## src/rtl/cmp_sweep_pkg.sv

```systemverilog
// cmp_sweep_pkg: shared FSM states, sweep sizes and golden comparator masks
package cmp_sweep_pkg;
  typedef enum logic [1:0] {IDLE, APPLY, SAMPLE, FINISH} state_t;
  localparam int NUM_VEC = 16;
  localparam int VEC_W = 4;
  localparam logic [15:0] CMP_EXP_F1 = 16'h8CEF;
  localparam logic [15:0] CMP_EXP_F2 = 16'h8421;
endpackage

```

## src/rtl/cmp_sweep_driver_settle_timer.sv

```systemverilog
// settle_timer: clearable up-counter flagging when it reaches a terminal count
module settle_timer
  import cmp_sweep_pkg::*;
(
  input  logic             clk,
  input  logic             resetn,
  input  logic             clr,
  input  logic             en,
  input  logic [VEC_W-1:0] last,
  output logic             tc
);
  logic [VEC_W-1:0] cnt;
  always_ff @(posedge clk or negedge resetn) begin
    if (!resetn) cnt <= '0;
    else if (clr) cnt <= '0;
    else if (en) cnt <= cnt + 1'b1;
  end
  assign tc = en && cnt == last;
endmodule

```

## src/rtl/cmp_sweep_driver.sv

```systemverilog
// cmp_sweep_driver: sweeps all 16 vectors through the 2-bit comparator and checks signatures.
// Define CMP_SWEEP_STOP_ON_FAIL_EN to end the sweep at the first mismatching vector.
module cmp_sweep_driver
  import cmp_sweep_pkg::*;
#(
  parameter int          SETTLE_CYCLES = 2,
  parameter logic [15:0] EXP_F1        = CMP_EXP_F1,
  parameter logic [15:0] EXP_F2        = CMP_EXP_F2
) (
  input  logic               clk,
  input  logic               resetn,
  input  logic               start,
  output logic [VEC_W-1:0]   vec,
  input  logic               f1_in,
  input  logic               f2_in,
  output logic               busy,
  output logic               done,
  output logic               pass,
  output logic [NUM_VEC-1:0] sig_f1,
  output logic [NUM_VEC-1:0] sig_f2,
  output logic               fail_valid,
  output logic [VEC_W-1:0]   fail_idx
);
`ifdef CMP_SWEEP_STOP_ON_FAIL_EN
  localparam bit STOP_ON_FAIL = 1'b1;
`else
  localparam bit STOP_ON_FAIL = 1'b0;
`endif
  localparam logic [VEC_W-1:0] LAST = VEC_W'(SETTLE_CYCLES == 0 ? 0 : SETTLE_CYCLES - 1);
  // With no settle time the APPLY wait is skipped entirely
  localparam state_t LAUNCH = (SETTLE_CYCLES == 0) ? SAMPLE : APPLY;
  state_t state;
  logic tc, mis, end_sweep;
  assign mis = f1_in != EXP_F1[vec] || f2_in != EXP_F2[vec];
  assign end_sweep = vec == VEC_W'(NUM_VEC - 1) || (STOP_ON_FAIL && mis);
  settle_timer u_timer (
    .clk    (clk),
    .resetn (resetn),
    .clr    (state != APPLY),
    .en     (state == APPLY),
    .last   (LAST),
    .tc     (tc)
  );
  always_ff @(posedge clk or negedge resetn) begin
    if (!resetn) begin
      state      <= IDLE;
      vec        <= '0;
      busy       <= 1'b0;
      done       <= 1'b0;
      pass       <= 1'b0;
      sig_f1     <= '0;
      sig_f2     <= '0;
      fail_valid <= 1'b0;
      fail_idx   <= '0;
    end else begin
      done <= 1'b0;
      case (state)
        IDLE: if (start) begin
          sig_f1     <= '0;
          sig_f2     <= '0;
          pass       <= 1'b0;
          fail_valid <= 1'b0;
          fail_idx   <= '0;
          vec        <= '0;
          busy       <= 1'b1;
          state      <= LAUNCH;
        end
        APPLY: if (tc) state <= SAMPLE;
        SAMPLE: begin
          sig_f1[vec] <= f1_in;
          sig_f2[vec] <= f2_in;
          if (mis && !fail_valid) begin
            fail_valid <= 1'b1;
            fail_idx   <= vec;
          end
          // pass must account for a mismatch on this very last sample
          if (end_sweep) begin
            state <= FINISH;
            done  <= 1'b1;
            busy  <= 1'b0;
            pass  <= !(fail_valid || mis);
          end else begin
            vec   <= vec + 1'b1;
            state <= LAUNCH;
          end
        end
        default: state <= IDLE;
      endcase
    end
  end
endmodule

```

## config.mk

```make
export PLATFORM = sky130hd
export DESIGN_NAME = cmp_sweep_driver
export DESIGN_NICKNAME = d
export VERILOG_FILES = /design/src/rtl/cmp_sweep_pkg.sv /design/src/rtl/cmp_sweep_driver_settle_timer.sv /design/src/rtl/cmp_sweep_driver.sv
export SDC_FILE = /design/constraint.sdc
export NUM_CORES = 1
export LEC_CHECK = 0
export ABC_AREA = 1
export BUFFER_PORTS_ARGS = -buffer_cell sky130_fd_sc_hd__buf_2
export CAP_MARGIN = 40
export CORE_MARGIN = 8
export CORE_UTILIZATION = 49
export CTS_CLUSTER_SIZE = 12
export DETAILED_ROUTE_END_ITERATION = 8
export GPL_TIMING_DRIVEN = 0
export PLACE_DENSITY = 0.81
export SYNTH_ARGS = -nofsm -noshare
export SYNTH_HDL_FRONTEND = slang
export SYNTH_SLANG_ARGS = --single-unit
```

## constraint.sdc

```tcl
create_clock -name clk -period 1.8 [get_ports clk]
set_clock_uncertainty 0.05 [all_clocks]
set_input_delay 0.54 -clock clk [delete_from_list [all_inputs] [get_ports clk]]
set_output_delay 0.54 -clock clk [all_outputs]
set_load 0.03 [all_outputs]
```

==> results.py <==
metrics = {
    "floorplanning": {
        "dieHeight_um": 85.36,
        "io_pins": 49,
        "die_area_um2": 7286,
        "fp.dieW_um": 85.36,
        "fp-row-count": 25,
        "initial_core_util": 0.5024,
        "coreArea_um2": 4692,
    },
    "global_routing": {
        "grt_pass1_vias": 1988,
        "gr-total-overflow": 0,
        "grt_pass1_wl_mm": 9.177,
        "gr-usage-all-layers": 0.1571,
        "grt_antenna_before_repair": 0,
        "grt_start_max_net_pins": 33,
    },
    "synthesis": {
        "synth.avg_cell_area_um2": 9.208,
        "syn_inst": 256,
        "syn-num-nets": 267,
        "yosysUniqueCellTypes": 28,
        "yosys_warnings": 0,
        "ys_ff_latch": 50,
        "syn_area_um2": 2357,
        "ys_seq_area_frac": 0.5308,
    },
    "cts": {
        "cts_tree": "done",
        "cts-root-buf": "clkbuf_8",
        "clock_sinks": 50,
        "path_clk_slew_ns": 0.09,
        "cts_buffer_depth": 2,
        "insertion_delay_ns": 0.30,
        "cts_buffers": 5,
        "htreeDepth": 2,
    },
    "power_and_ir_drop": {
        "seq_power_share": 0.381,
        "switching_share": 0.4227,
        "clock_power_share": 0.178,
        "power.leakage_nw": 1.432,
        "irDropWorstVdd_uv": 695.8,
        "p_per_area_nw_per_um2": 1318,
        "combPwrFrac": 0.442,
        "internal-power_mw": 2.185,
        "power.switching_mw": 1.600,
    },
    "setup_path": {
        "endpoint_kind": "flip-flop",
        "arrival_ns": 1.86,
        "critical_path_class": "flip-flop to flip-flop",
        "critical_path_required_ns": 1.95,
        "cp_max_fo": 7,
        "start_kind": "flip-flop",
    },
    "sta": {
        "hold_viol_final": 0,
        "relSlewSlack": 0.6207,
        "period_share": 0.9484,
        "setup_tns_ns": 0,
        "holdWs_ns": 0.1092,
        "tightest_slew_ns": 0.5690,
        "setup_viol": 0,
        "max_freq_mhz": 585.8,
        "rsz0062_at_grt": "true",
        "post-route-min-period_ns": 1.707,
        "slew_violations": 0,
    },
    "placement": {
        "dp_hpwl_mm": 3.919,
        "port_buffers": 48,
        "gp_congestion": 0.7897,
    },
    "cells_and_area": {
        "antenna_cells": 0,
        "layout.nets": 327,
        "area_growth_pct": 21.82,
        "fillers": 407,
        "drive_gt1_frac": 0.3060,
    },
    "route": {
        "drc": 0,
        "drt-pass1-iter-count": 4,
        "detail_route.wl_per_cell_um": 15.03,
        "vias": 1977,
        "drt_iter0_drc": 148,
        "drt-total-wl_mm": 5.577,
        "ant_nets": 0,
        "viasPerCell": 5.329,
    },
    "min_path": {
        "hp-class": "input pin to asynchronous set/reset pin",
    },
    "run": {
        "maxCapViolations": 0,
    },
    "outcome": {
        "status": "finished, final reports clean",
    },
}
==> layout by cell type (no fill, tap or decap), types with 2 or more instances in the layout <==
cell	count
inv_1	45
nand4_1	5
clkbuf_1	3
o21ai_1	2
buf_2	51
ha_4	3
nand2_2	9
buf_12	2
nand3_2	3
nor3_1	2
buf_4	3
nand3_1	10
nand3_4	3
nor2_1	11
inv_2	4
dfrtp_1	48
o21ai_0	20
o22ai_1	30
clkbuf_8	7
buf_6	2
a21oi_1	4
ha_1	2
dfrtp_2	2
nand2_1	35
==> power by group through the flow <==
stage	combinational, mW	sequential (mW)	clock, mW
final	1.67	1.44	0.673
after global routing	1.82	1.46	0.729
after CTS	1.59	1.44	0.670
after detailed placement	1.45	1.47	0
after global placement	1.43	1.45	0
after floorplan	0.813	1.72	0
==> state kept, by name, indices dropped and copies added (netlist names), 2 cells and up <==
name         flops
sig_f1          16
sig_f2          16
fail_idx         4
u_timer.cnt      4
vec              4
state            2
==> metal layers <==
| metal | global-route usage | up-vias | share of wire |
|---|---|---|---|
| met3 | 0.05019 | 9 | 0.066 |
| met1 | 0.1863 | 943 | 0.43 |
| li1 | - | 962 | - |
| met4 | 0.07166 | 0 | 0.015 |
| met5 | 0 | - | 0 |
| met2 | 0.2536 | 63 | 0.49 |
==> critical path, cell delays in order, from the launching register on <==
cell and delay, ns:
dfrtp_2 0.45, buf_12 0.14, ha_4 0.17, inv_1 0.05
nand2_1 0.04, nand2_1 0.08, nand2_2 0.07, nand2_2 0.06
nand2_2 0.06, nand3_4 0.09, nand2_2 0.06, nand2_2 0.08
nand3_4 0.08, nand2_1 0.07, nand2_1 0.05
==> cell families after synthesis <==
family | Yosys count | share of synthesized area
fa+ha+maj | 6 | 0.03185
buf+inv | 60 | 0.1131
xor+xnor | 1 | 0.003716
flops | 50 | 0.5308
simple gates | 82 | 0.1826
compound gates | 57 | 0.1380
==> what timing repair did <==
action / in CTS / in global routing
endpoints found under the setup margin: 4 / 6
hold buffers: 0 / 0
gates resized for setup: 8 / 4
cloned: 0 / 0
pin swaps: 0 / 2
buffers inserted: 1 / 3
==> final timing paths <==
kind / start / end / slack, ns / depth (start not counted)
worst max-delay path: vec[0] / fail_idx[0] / 0.09 / 14
worst min-delay path: resetn / done / 0.11 / 1
worst max register to register: vec[0] / fail_idx[0] / 0.09 / 14
worst min register to register: fail_idx[3] / fail_idx[3] / 0.43 / 2
max in group asynchronous: resetn / vec[1] / 1.05 / 2
min in group clk: fail_idx[3] / fail_idx[3] / 0.43 / 2
==> cell type report <==
type,count,area (um^2),area share
Inverter,52,210.2,0.07320
Clock inverter,1,5.005,0.001743
Multi-Input combinational cell,146,887.1,0.3089
Buffer,8,58.81,0.02048
Sequential cell,50,1254,0.4366
Clock buffer,7,86.33,0.03007
Timing Repair Buffer,53,302.8,0.1054
Tap cell,54,67.56,0.02353
==> through the flow <==
| stage | cells | worst slack [ns] | cell area (um^2) | total power, mW | utilization |
|---|---|---|---|---|---|
| after floorplan | 256 | 0.05591 | 2360 | 2.530 | - |
| after global placement | 358 | -0.04711 | 2668 | 2.885 | 0.5685 |
| after detailed placement | 359 | -0.07541 | 2688 | 2.921 | 0.5728 |
| after CTS | 368 | 0.02480 | 2836 | 3.698 | 0.6045 |
| after global routing | 371 | -0.01135 | 2872 | 4.012 | 0.6120 |
| final | 371 | 0.09297 | 2872 | 3.785 | 0.6120 |
==> synthesized netlist by cell type <==
cell / n / area share
nor3_1: 2 / 0.0042
buf_2: 3 / 0.0064
nand4_1: 5 / 0.013
inv_6: 1 / 0.0037
clkbuf_8: 1 / 0.0058
a21oi_1: 4 / 0.0085
nand2_1: 35 / 0.056
inv_2: 2 / 0.0032
ha_1: 6 / 0.032
nand3_2: 4 / 0.017
o22ai_1: 30 / 0.080
xnor2_1: 1 / 0.0037
o211ai_1: 1 / 0.0032
buf_6: 2 / 0.0096
nor2_2: 1 / 0.0027
o21ai_1: 2 / 0.0042
nand3_1: 10 / 0.021
nor3_2: 1 / 0.0042
nand2_2: 9 / 0.024
inv_1: 48 / 0.076
nand3_4: 2 / 0.015
dfrtp_1: 50 / 0.53
clkbuf_1: 2 / 0.0032
nor2_4: 1 / 0.0048
inv_8: 1 / 0.0048
nor2_1: 11 / 0.018
nand3b_1: 1 / 0.0032
o21ai_0: 20 / 0.042
Power figures use the tool's default switching activity.
